File: src/rtl/cellrv32_icache_mem_pkg.sv
// Shared helpers for the instruction-cache storage core: geometry functions and
// the address-field width record used to split lookup/refill addresses.
package cellrv32_icache_mem_pkg;

    typedef struct packed {
        int tag_w;
        int idx_w;
        int ofs_w;
    } icache_addr_fields_t;

    function automatic int index_size_f(input int n);
        for (int i = 0; i < 32; i++) begin
            if ((1 << i) >= n) return i;
        end
        return 32;
    endfunction

    function automatic bit is_power_of_two_f(input int n);
        return (n > 0) && ((n & (n - 1)) == 0);
    endfunction

    function automatic icache_addr_fields_t addr_fields_f(input int num_blocks,
                                                          input int block_size,
                                                          input int num_sets);
        icache_addr_fields_t f;
        f.ofs_w = index_size_f(block_size / 4);
        f.idx_w = index_size_f(num_blocks / ((num_sets > 0) ? num_sets : 1));
        f.tag_w = 32 - f.ofs_w - f.idx_w - 2;
        return f;
    endfunction

endpackage

File: src/rtl/cellrv32_icache_mem_set.sv
// One cache way: tag array, valid flags, {status, data} word array and the
// registered lookup path feeding the tag comparator.
module cellrv32_icache_mem_set
    import cellrv32_icache_mem_pkg::*;
#(
    parameter int TAG_W = 24,
    parameter int IDX_W = 2,
    parameter int OFS_W = 4
) (
    input  logic             clk_i,
    input  logic             rstn_i,
    input  logic             invalidate_i,
    input  logic             sel_i,
    input  logic [TAG_W-1:0] acc_tag_i,
    input  logic [TAG_W-1:0] acc_tag_q_i,
    input  logic [IDX_W-1:0] idx_i,
    input  logic [OFS_W-1:0] ofs_i,
    input  logic             we_i,
    input  logic [32:0]      wword_i,
    input  logic             tag_we_i,
    input  logic             valid_i,
    input  logic             invalid_i,
    output logic             hit_o,
    output logic [32:0]      rword_o
);

    typedef logic [TAG_W-1:0] tag_mem_t [2**IDX_W];
    typedef logic [2**IDX_W-1:0] valid_t;
    typedef logic [32:0] word_mem_t [2**(IDX_W+OFS_W)];

    tag_mem_t         tag_mem;
    valid_t           valid;
    word_mem_t        word_mem;
    logic             valid_q;
    logic [TAG_W-1:0] tag_q;

    // Storage arrays carry no reset; only the valid flags qualify their content.
    always_ff @(posedge clk_i) begin
        if (sel_i && we_i) begin
            word_mem[{idx_i, ofs_i}] <= wword_i;
        end
        if (sel_i && tag_we_i) begin
            tag_mem[idx_i] <= acc_tag_i;
        end
    end

    always_ff @(posedge clk_i or negedge rstn_i) begin
        if (!rstn_i) begin
            valid <= '0;
        end else if (invalidate_i) begin
            valid <= '0;
        end else if (sel_i) begin
            if (invalid_i) begin
                valid[idx_i] <= 1'b0;
            end else if (valid_i) begin
                valid[idx_i] <= 1'b1;
            end
        end
    end

    always_ff @(posedge clk_i or negedge rstn_i) begin
        if (!rstn_i) begin
            valid_q <= 1'b0;
            tag_q   <= '0;
            rword_o <= '0;
        end else begin
            valid_q <= valid[idx_i];
            tag_q   <= tag_mem[idx_i];
            rword_o <= word_mem[{idx_i, ofs_i}];
        end
    end

    assign hit_o = valid_q && (tag_q == acc_tag_q_i);

endmodule

File: src/rtl/cellrv32_icache_mem.sv
// Instruction-cache storage core: address mux, ways, 2-way LRU history and output mux.
// Optional macro ICACHE_MEM_SVA_EN enables simulation-only protocol assertions.
module cellrv32_icache_mem
    import cellrv32_icache_mem_pkg::*;
#(
    parameter int ICACHE_NUM_BLOCKS = 4,
    parameter int ICACHE_BLOCK_SIZE = 64,
    parameter int ICACHE_NUM_SETS   = 1
) (
    input  logic        clk_i,
    input  logic        rstn_i,
    input  logic        invalidate_i,
    input  logic [31:0] host_addr_i,
    input  logic        host_re_i,
    output logic [31:0] host_rdata_o,
    output logic        host_rstat_o,
    output logic        hit_o,
    input  logic        ctrl_en_i,
    input  logic [31:0] ctrl_addr_i,
    input  logic        ctrl_we_i,
    input  logic [31:0] ctrl_wdata_i,
    input  logic        ctrl_wstat_i,
    input  logic        ctrl_tag_we_i,
    input  logic        ctrl_valid_i,
    input  logic        ctrl_invalid_i
);

    localparam icache_addr_fields_t FIELDS =
        addr_fields_f(ICACHE_NUM_BLOCKS, ICACHE_BLOCK_SIZE, ICACHE_NUM_SETS);
    localparam int OFS   = FIELDS.ofs_w;
    localparam int IDX   = FIELDS.idx_w;
    localparam int TAG   = FIELDS.tag_w;
    localparam int OFS_W = (OFS > 0) ? OFS : 1;
    localparam int IDX_W = (IDX > 0) ? IDX : 1;
    localparam int SETS  = (ICACHE_NUM_SETS == 2) ? 2 : 1;

    if (!is_power_of_two_f(ICACHE_NUM_BLOCKS)) begin : g_bad_blocks
        $error("ICACHE_NUM_BLOCKS must be a power of two");
    end
    if (!is_power_of_two_f(ICACHE_BLOCK_SIZE) || (ICACHE_BLOCK_SIZE < 4)) begin : g_bad_bsize
        $error("ICACHE_BLOCK_SIZE must be a power of two >= 4");
    end
    if ((ICACHE_NUM_SETS != 1) && (ICACHE_NUM_SETS != 2)) begin : g_bad_sets
        $error("ICACHE_NUM_SETS must be 1 or 2");
    end

    logic [31:0]      acc_addr;
    logic [TAG-1:0]   acc_tag;
    logic [TAG-1:0]   acc_tag_q;
    logic [IDX_W-1:0] acc_idx;
    logic [OFS_W-1:0] acc_ofs;
    logic [SETS-1:0]  hit_set;
    logic [SETS-1:0]  set_sel;
    logic [32:0]      rword [SETS];
    logic [32:0]      rword_sel;

    assign acc_addr = ctrl_en_i ? ctrl_addr_i : host_addr_i;
    assign acc_tag  = acc_addr[31 -: TAG];

    if (IDX > 0) begin : g_idx
        assign acc_idx = acc_addr[2+OFS +: IDX_W];
    end else begin : g_no_idx
        assign acc_idx = '0;
    end

    if (OFS > 0) begin : g_ofs
        assign acc_ofs = acc_addr[2 +: OFS_W];
    end else begin : g_no_ofs
        assign acc_ofs = '0;
    end

    always_ff @(posedge clk_i or negedge rstn_i) begin
        if (!rstn_i) begin
            acc_tag_q <= '0;
        end else begin
            acc_tag_q <= acc_tag;
        end
    end

    for (genvar s = 0; s < SETS; s++) begin : g_set
        cellrv32_icache_mem_set #(
            .TAG_W(TAG),
            .IDX_W(IDX_W),
            .OFS_W(OFS_W)
        ) u_set (
            .clk_i       (clk_i),
            .rstn_i      (rstn_i),
            .invalidate_i(invalidate_i),
            .sel_i       (set_sel[s]),
            .acc_tag_i   (acc_tag),
            .acc_tag_q_i (acc_tag_q),
            .idx_i       (acc_idx),
            .ofs_i       (acc_ofs),
            .we_i        (ctrl_we_i),
            .wword_i     ({ctrl_wstat_i, ctrl_wdata_i}),
            .tag_we_i    (ctrl_tag_we_i),
            .valid_i     (ctrl_valid_i),
            .invalid_i   (ctrl_invalid_i),
            .hit_o       (hit_set[s]),
            .rword_o     (rword[s])
        );
    end

    if (SETS == 2) begin : g_lru
        logic [2**IDX_W-1:0] last_used;
        logic                re_ff;
        logic [IDX_W-1:0]    acc_idx_q;

        // A cleared history bit points refills at set 1 first.
        always_ff @(posedge clk_i or negedge rstn_i) begin
            if (!rstn_i) begin
                last_used <= '0;
                re_ff     <= 1'b0;
                acc_idx_q <= '0;
            end else begin
                re_ff     <= host_re_i;
                acc_idx_q <= acc_idx;
                if (invalidate_i) begin
                    last_used <= '0;
                end else if (re_ff && hit_o && !ctrl_en_i) begin
                    last_used[acc_idx_q] <= hit_set[1];
                end
            end
        end

        assign set_sel   = ctrl_en_i ? (last_used[acc_idx] ? 2'b01 : 2'b10) : hit_set;
        assign rword_sel = hit_set[1] ? rword[1] : rword[0];
    end else begin : g_dm
        assign set_sel   = ctrl_en_i ? 1'b1 : hit_set;
        assign rword_sel = rword[0];
    end

    assign hit_o        = |hit_set;
    assign host_rdata_o = rword_sel[31:0];
    assign host_rstat_o = rword_sel[32];

`ifdef ICACHE_MEM_SVA_EN
    a_ctrl_only: assert property (@(posedge clk_i) disable iff (!rstn_i)
        !ctrl_en_i |-> !(ctrl_we_i || ctrl_tag_we_i || ctrl_valid_i || ctrl_invalid_i))
        else $error("cache write strobe while ctrl_en_i is low");

    a_hit_known: assert property (@(posedge clk_i) disable iff (!rstn_i) !$isunknown(hit_o))
        else $error("hit_o is unknown after reset");

    if (SETS == 2) begin : g_sva_multi
        a_single_hit: assert property (@(posedge clk_i) disable iff (!rstn_i)
            !(hit_set[0] && hit_set[1]))
            else $error("both sets hit the same address");
    end
`endif

endmodule

File: config.mk
export PLATFORM = sky130hd
export DESIGN_NAME = cellrv32_icache_mem
export DESIGN_NICKNAME = d
export VERILOG_FILES = /design/src/rtl/cellrv32_icache_mem_pkg.sv /design/src/rtl/cellrv32_icache_mem_set.sv /design/src/rtl/cellrv32_icache_mem.sv
export SDC_FILE = /design/constraint.sdc
export NUM_CORES = 2
export LEC_CHECK = 0
export BUFFER_PORTS_ARGS = -buffer_cell sky130_fd_sc_hd__buf_2
export CORE_UTILIZATION = 25
export CTS_CLUSTER_DIAMETER = 40
export CTS_CLUSTER_SIZE = 14
export DETAILED_ROUTE_END_ITERATION = 12
export SLEW_MARGIN = 10
export SYNTH_ARGS = -nofsm -noshare
export SYNTH_HDL_FRONTEND = slang
export SYNTH_HIERARCHICAL = 1
export SYNTH_SLANG_ARGS = --single-unit
File: constraint.sdc
create_clock -name clk_i -period 10.5 [get_ports clk_i]
set_input_delay 1.05 -clock clk_i [delete_from_list [all_inputs] [get_ports clk_i]]
set_output_delay 1.05 -clock clk_i [all_outputs]
set_load 0.01 [all_outputs]
# ---- After elaboration in Yosys (flattened, before gate mapping)
# Memories as Yosys holds them, arrays and structs flattened. A register that Yosys moved wholly into a read port is not among the register bits.
# Cells that the tools add are included.
# Widths: inputs -> output; s select.
dict set report classes {
  n_eq_ne 1
  magnitude_cmp 2
  reduce_logical 9
  bitwise 3
  mux 14
}
# cell count
set op_table {}
lappend op_table {{$mux 32} 1}
lappend op_table {{$eq 24x24->1} 1}
lappend op_table {{$mux 4} 4}
lappend op_table {{$mux 1} 7}
lappend op_table {{$and 4x4->4} 1}
lappend op_table {{$logic_and 1x1->1} 4}
lappend op_table {{$not 4->4} 1}
lappend op_table {{$or 4x4->4} 1}
lappend op_table {{$lt 2x3->1 const B} 1}
lappend op_table {{$reduce_bool 3->1} 1}
lappend op_table {{$bmux 1 s2} 1}
lappend op_table {{$demux 1 s2} 1}
lappend op_table {{$ge 2x1->1 const B} 1}
lappend op_table {{$logic_not 1->1} 2}
lappend op_table {{$reduce_and 2->1} 1}
lappend op_table {{$reduce_bool 2->1} 1}
dict set report word_totals {
  regBits 29
  ram_bits 2208
  mem_count 2
  word_cells 34
}
# memory depth width read_ports rd_ports_with_merged_regs write_ports line
set memory_table {}
lappend memory_table {{g_set[0].u_set.word_mem} 64 33 1 1 1 cellrv32_icache_mem_set.sv:33} ;# word_mem_t word_mem;
lappend memory_table {{g_set[0].u_set.tag_mem} 4 24 1 1 1 cellrv32_icache_mem_set.sv:31} ;# tag_mem_t tag_mem;

# ---- Longest topological paths before layout
dict set report logic_depth {
  word_depth 10
  depth_mapped 14
  mapped_depth_nobuf 8
}

# ---- Hierarchy
# Netlist, hierarchy kept.
# mod cells_each instances seq_area_each_um2 area_each_um2
set modules_own_cells {}
lappend modules_own_cells {cellrv32_icache_mem_set 4806 1 67855.1 85485.7}
lappend modules_own_cells {cellrv32_icache_mem 58 1 600.6 978.4}

# ---- Least setup slack after synthesis
# Ideal clock, no wire load.
dict set report synth_path {
  path_type {input port to flip-flop}
  start {in ctrl_en_i}
  end {mem g_set[0].u_set/word_mem[49][0] (netlist bit), enable pin}
  cell_stages 9
  setup_ns 0.464
  arrival_ns 4.835
  path_slack_ns 5.201
  t_required_ns 10.036
  cell_sequence {buf_6 > mux2_2 > buf_6 > buf_4 > buf_2 > buf_2 > buf_2 > clkbuf_1 > nor3_1}
}
# item line
set synth_rtl {}
lappend synth_rtl {{start: declaration} cellrv32_icache_mem.sv:18} ;# input logic ctrl_en_i,
lappend synth_rtl {{$mux 32} cellrv32_icache_mem.sv:57} ;# assign acc_addr = ctrl_en_i ? ctrl_addr_i : host_addr_i;
lappend synth_rtl {{net acc_addr[4]} cellrv32_icache_mem.sv:47} ;# logic [31:0] acc_addr;
lappend synth_rtl {{end: declaration} cellrv32_icache_mem_set.sv:33}
# The timed path passes the listed nets, and every way through them passes these cells.

# ---- Worst setup path after layout
dict set report layout_path {
  start {reg acc_tag_q[21]}
  end {mem g_set[0].u_set/word_mem[56][22] (netlist bit), enable pin}
}
dict set report layout_via {
  elab_chain_cells 6
}
# item line
set layout_lines {}
lappend layout_lines {{start: declaration} cellrv32_icache_mem.sv:49} ;# logic [TAG-1:0] acc_tag_q;
lappend layout_lines {{start signal: assignment} cellrv32_icache_mem.sv:76} ;# acc_tag_q <= acc_tag;
lappend layout_lines {{$eq 24x24->1} cellrv32_icache_mem_set.sv:73} ;# assign hit_o = valid_q && (tag_q == acc_tag_q_i);
lappend layout_lines {{$logic_and 1x1->1} cellrv32_icache_mem_set.sv:73}
lappend layout_lines {{$mux 1} cellrv32_icache_mem.sv:129} ;# assign set_sel = ctrl_en_i ? 1'b1 : hit_set;
lappend layout_lines {{net set_sel} cellrv32_icache_mem.sv:53} ;# logic [SETS-1:0] set_sel;
lappend layout_lines {{$logic_and 1x1->1} cellrv32_icache_mem_set.sv:39} ;# if (sel_i && we_i) begin
lappend layout_lines {{$mux 1} cellrv32_icache_mem_set.sv:39}
lappend layout_lines {{$mux 1 (implied by the code)} cellrv32_icache_mem_set.sv:40} ;# word_mem[{idx_i, ofs_i}] <= wword_i;
# The timed path passes the listed nets, and every way through them passes these cells.

==> results.md <==
- Gate Count Post-Synth: 4864
- Residual DRC: 0
- Synth area leaders: edfxtp_1, a22oi_1, a221oi_1
- Worst EP required: 10.99 ns
- Total power: 21.3 mW
- DR WL met3: 39600 microns
- Clk_skew: around 0.095 ns
- Post-synthesis register bit count: 2294
- Clock tree buffer depth: 4
- First-pass GRT wire length: about 400000 microns
- Final wirelength: 294000 microns
- Main synth FF type: edfxtp_1
- CTS Sinks: 2294
- Root buf cell: clkbuf_16
- Final ANT Viol Nets: 0
- Pint: 16.2 mW
- I/O pin count: 140
- Worst-Skew Late Latency: about 0.95 ns
- Post-Syn Nets: 4970
- M1 WL: approximately 110000 microns
- Post-synth top area cell: edfxtp_1
- Largest net degree at the start of global routing: ~100
- Syn-to-layout area delta: 18.4%
- Synth Warn #: 6
- CP Capture Type: flip-flop
- Post-CTS Hold Buffers: 0
- PostCTS Resize Cnt: 0
- Clk network pwr share: 0.451
- WL/cell: 29.8 microns
- Most common cell in the synthesized netlist: edfxtp_1
- Lkg Pwr: 31.6 nW
- Synth cell types: 66
- Number of antenna violations at the first check in global routing: 40
- Vias/cell: 5.33
- R2R Setup Slk: 4.85 ns
- Post-synth ARST share: 0.0375
- Site Rows: 215
- CTS H-tree lvls: 5
- Slew HR: 0.100
- WP data arrival: around 6.1 ns
- CTS tree: done
- Outcome: finished, final reports clean
- Fmax: between 0.15 and 0.2 GHz
- Top routing layer used: met5
- Largest family of logic cells by synthesized area: compound AO/OA/AOI/OAI gates
- Final Cell Area: 0.102 sq mm
- Die Width: a little under 600 microns
- Hold Path Class: in -> async
- Reg clk slew, reported paths: ~0.06 ns
- Startpoint types: flip-flop
- DP Area: 0.0931 sq mm
- Share of the synthesized area in the top cell type: 0.767
- Number of global-route vias before repair: between 50000 and 60000
- Synth Area in Adders: 0
- Final hold vios: 0
- Layout cell share with drive strength beyond 1: 0.189
- Min cycle time layout: 5.65 ns
- Post-synthesis compound-gate area fraction: 0.112
- Reg power frac: 0.480
- Placed cell count: 9367
- Starting density of the core: 0.252
- Power density over cell area: 208 mW/mm^2
- Die area: 0.348 sq mm
- 1st-pass router iterations: 6
- Final Setup Violations: 0
- Combinational share of power: 0.069
- EDFF count, synth: 2208
- Seq/Total Area, Yosys: 0.792
- Met2 routed WL: around 130000 microns
- Congestion Overflow GR: 0
- Syn avg cell area: 17.8 sq um
- Post-layout util: 0.298
- GRT Total Usage: 0.163
- Setup TNS: 0 ns
- HPWL after DPL: between 150000 and 200000 microns
- Non-filler instance count after layout: approximately 9900
- Period utilisation layout: 0.538
- CTS buffer count: 287
- Max Transition Viols Final: 0
- Syn Std Cell Area: 0.0865 sq mm
- DRT iter0 DRCs: 8670
- GPL Wtd Cong: 0.845
- Core area: 0.344 sq mm
- # nets final: 5208
- Maximum VDD drop: roughly 0.13 mV
- Synth top cells by count: edfxtp_1, a22oi_1, a221oi_1
- Die height: 590 microns
- Via count: approximately 53000
- Port Buf Inserts: 134
- # Max-Cap Violations: 0
- Multiplexer share of the synthesized area: 0.0427
- RSZ-0062 raised after global routing: false
- Kind of critical path: reg -> reg
- Net Sw Frac: 0.239
- Crit Path Max Fanout: 22
- XOR/XNOR share of the synthesized area: 0.00243
- Net Switching: 5.08 mW
- Setup bufs post-CTS: 0
- Synth Area in Simple Gates: 0.0308
- Slew @ Worst Pin: 1.35 ns
==> sequential cells by signal (all words and copies together), names as in the netlist <==
signal                cells
acc_tag_q                24
g_set.u_set/valid_q       1
g_set.u_set/tag_mem      96
g_set.u_set/rword_o      33
g_set.u_set/valid         4
g_set.u_set/word_mem   2112
g_set.u_set/tag_q        24
==> final timing paths <==
path,cells after the start,endpoint,start
min reg2reg,1,g_set[0].u_set/tag_q[21]$_DFF_PN0_,g_set[0].u_set/tag_mem[3][21]$_DFFE_PP_
max reg2reg,9,g_set[0].u_set/word_mem[56][22]$_DFFE_PP_,acc_tag_q[21]$_DFF_PN0_
max,9,g_set[0].u_set/word_mem[56][22]$_DFFE_PP_,acc_tag_q[21]$_DFF_PN0_
min in group clk_i,2,g_set[0].u_set/valid[1]$_DFFE_PN0P_,invalidate_i
max in group asynchronous,2,g_set[0].u_set/rword_o[22]$_DFF_PN0_,rstn_i
min,1,g_set[0].u_set/rword_o[8]$_DFF_PN0_,rstn_i
==> critical path: stages (launching register included) <==
cell     delay (ns)
dfrtp_1        0.37
xor2_1         0.16
nor4_1         0.43
nand3_1        0.17
nor4_1         0.23
or2_2          0.33
and2_1         0.96
nand2_1        0.98
nor2_4         0.81
buf_4          0.74
==> logic make-up after synthesis <==
group | after synthesis
compound gates | 1332
xor+xnor | 24
buf+inv | 359
flops | 2294
mux | 288
simple gates | 567
==> layout by cell type, fill, tap and decap left out, types with 14 or more instances in the layout <==
cell type,netlist,routed
a22o_1,49,49
dfrtp_1,86,86
mux2i_1,138,138
a22oi_1,393,393
nor2_1,218,152
nand2_1,130,127
o22ai_1,124,124
a21oi_1,165,165
xor2_1,15,15
nand3_1,32,31
clkinv_2,0,23
nand4_1,21,21
nor2_4,0,61
clkbuf_16,0,290
mux2_2,92,87
mux4_2,55,55
clkbuf_1,115,29
nor3_1,44,39
or4_1,15,15
inv_6,0,42
a221oi_1,326,326
nor4_1,29,29
clkinv_4,0,21
o211ai_1,33,33
o221ai_1,14,14
bufinv_16,0,19
buf_2,165,131
edfxtp_1,2208,2208
a211oi_1,26,26
o21ai_0,121,121
buf_4,17,164
clkinvlp_4,0,27
==> power groups by stage <==
stage               logic [mW]  clock network, mW  registers (mW)
floorplan                0.721                  0            10.4
global placement          1.42                  0            10.4
detailed placement        1.44                  0            10.4
CTS                       1.44               9.66            10.2
global route              1.53               10.0            10.2
finish                    1.47               9.59            10.2
==> metal layers <==
layer	up-vias	global-route usage
li1	20759	-
met1	27057	0.217
met2	4009	0.243
met3	675	0.0490
met4	28	0.0714
met5	-	0.00397
==> through the flow <==
stage,hold WS [ns],setup slack (ns)
2_1_floorplan,0.525,5.20
3_3_place_gp,0.542,4.42
3_5_place_dp,0.547,4.41
4_1_cts,0.129,4.98
5_1_grt,0.173,4.84
6_report,0.161,4.85
==> cell type report <==
cell class	count	area, sq um
diodes	8	20.0
clock buffers	324	7430
clock inverters	162	1750
fillers	33243	241000
inverters	3	16.3
multi-input cells	2211	16900
flip-flops and latches	2294	68500
well taps	4557	5700
repair buffers	305	2080
Note: power is estimated with default switching activity, not from simulation.
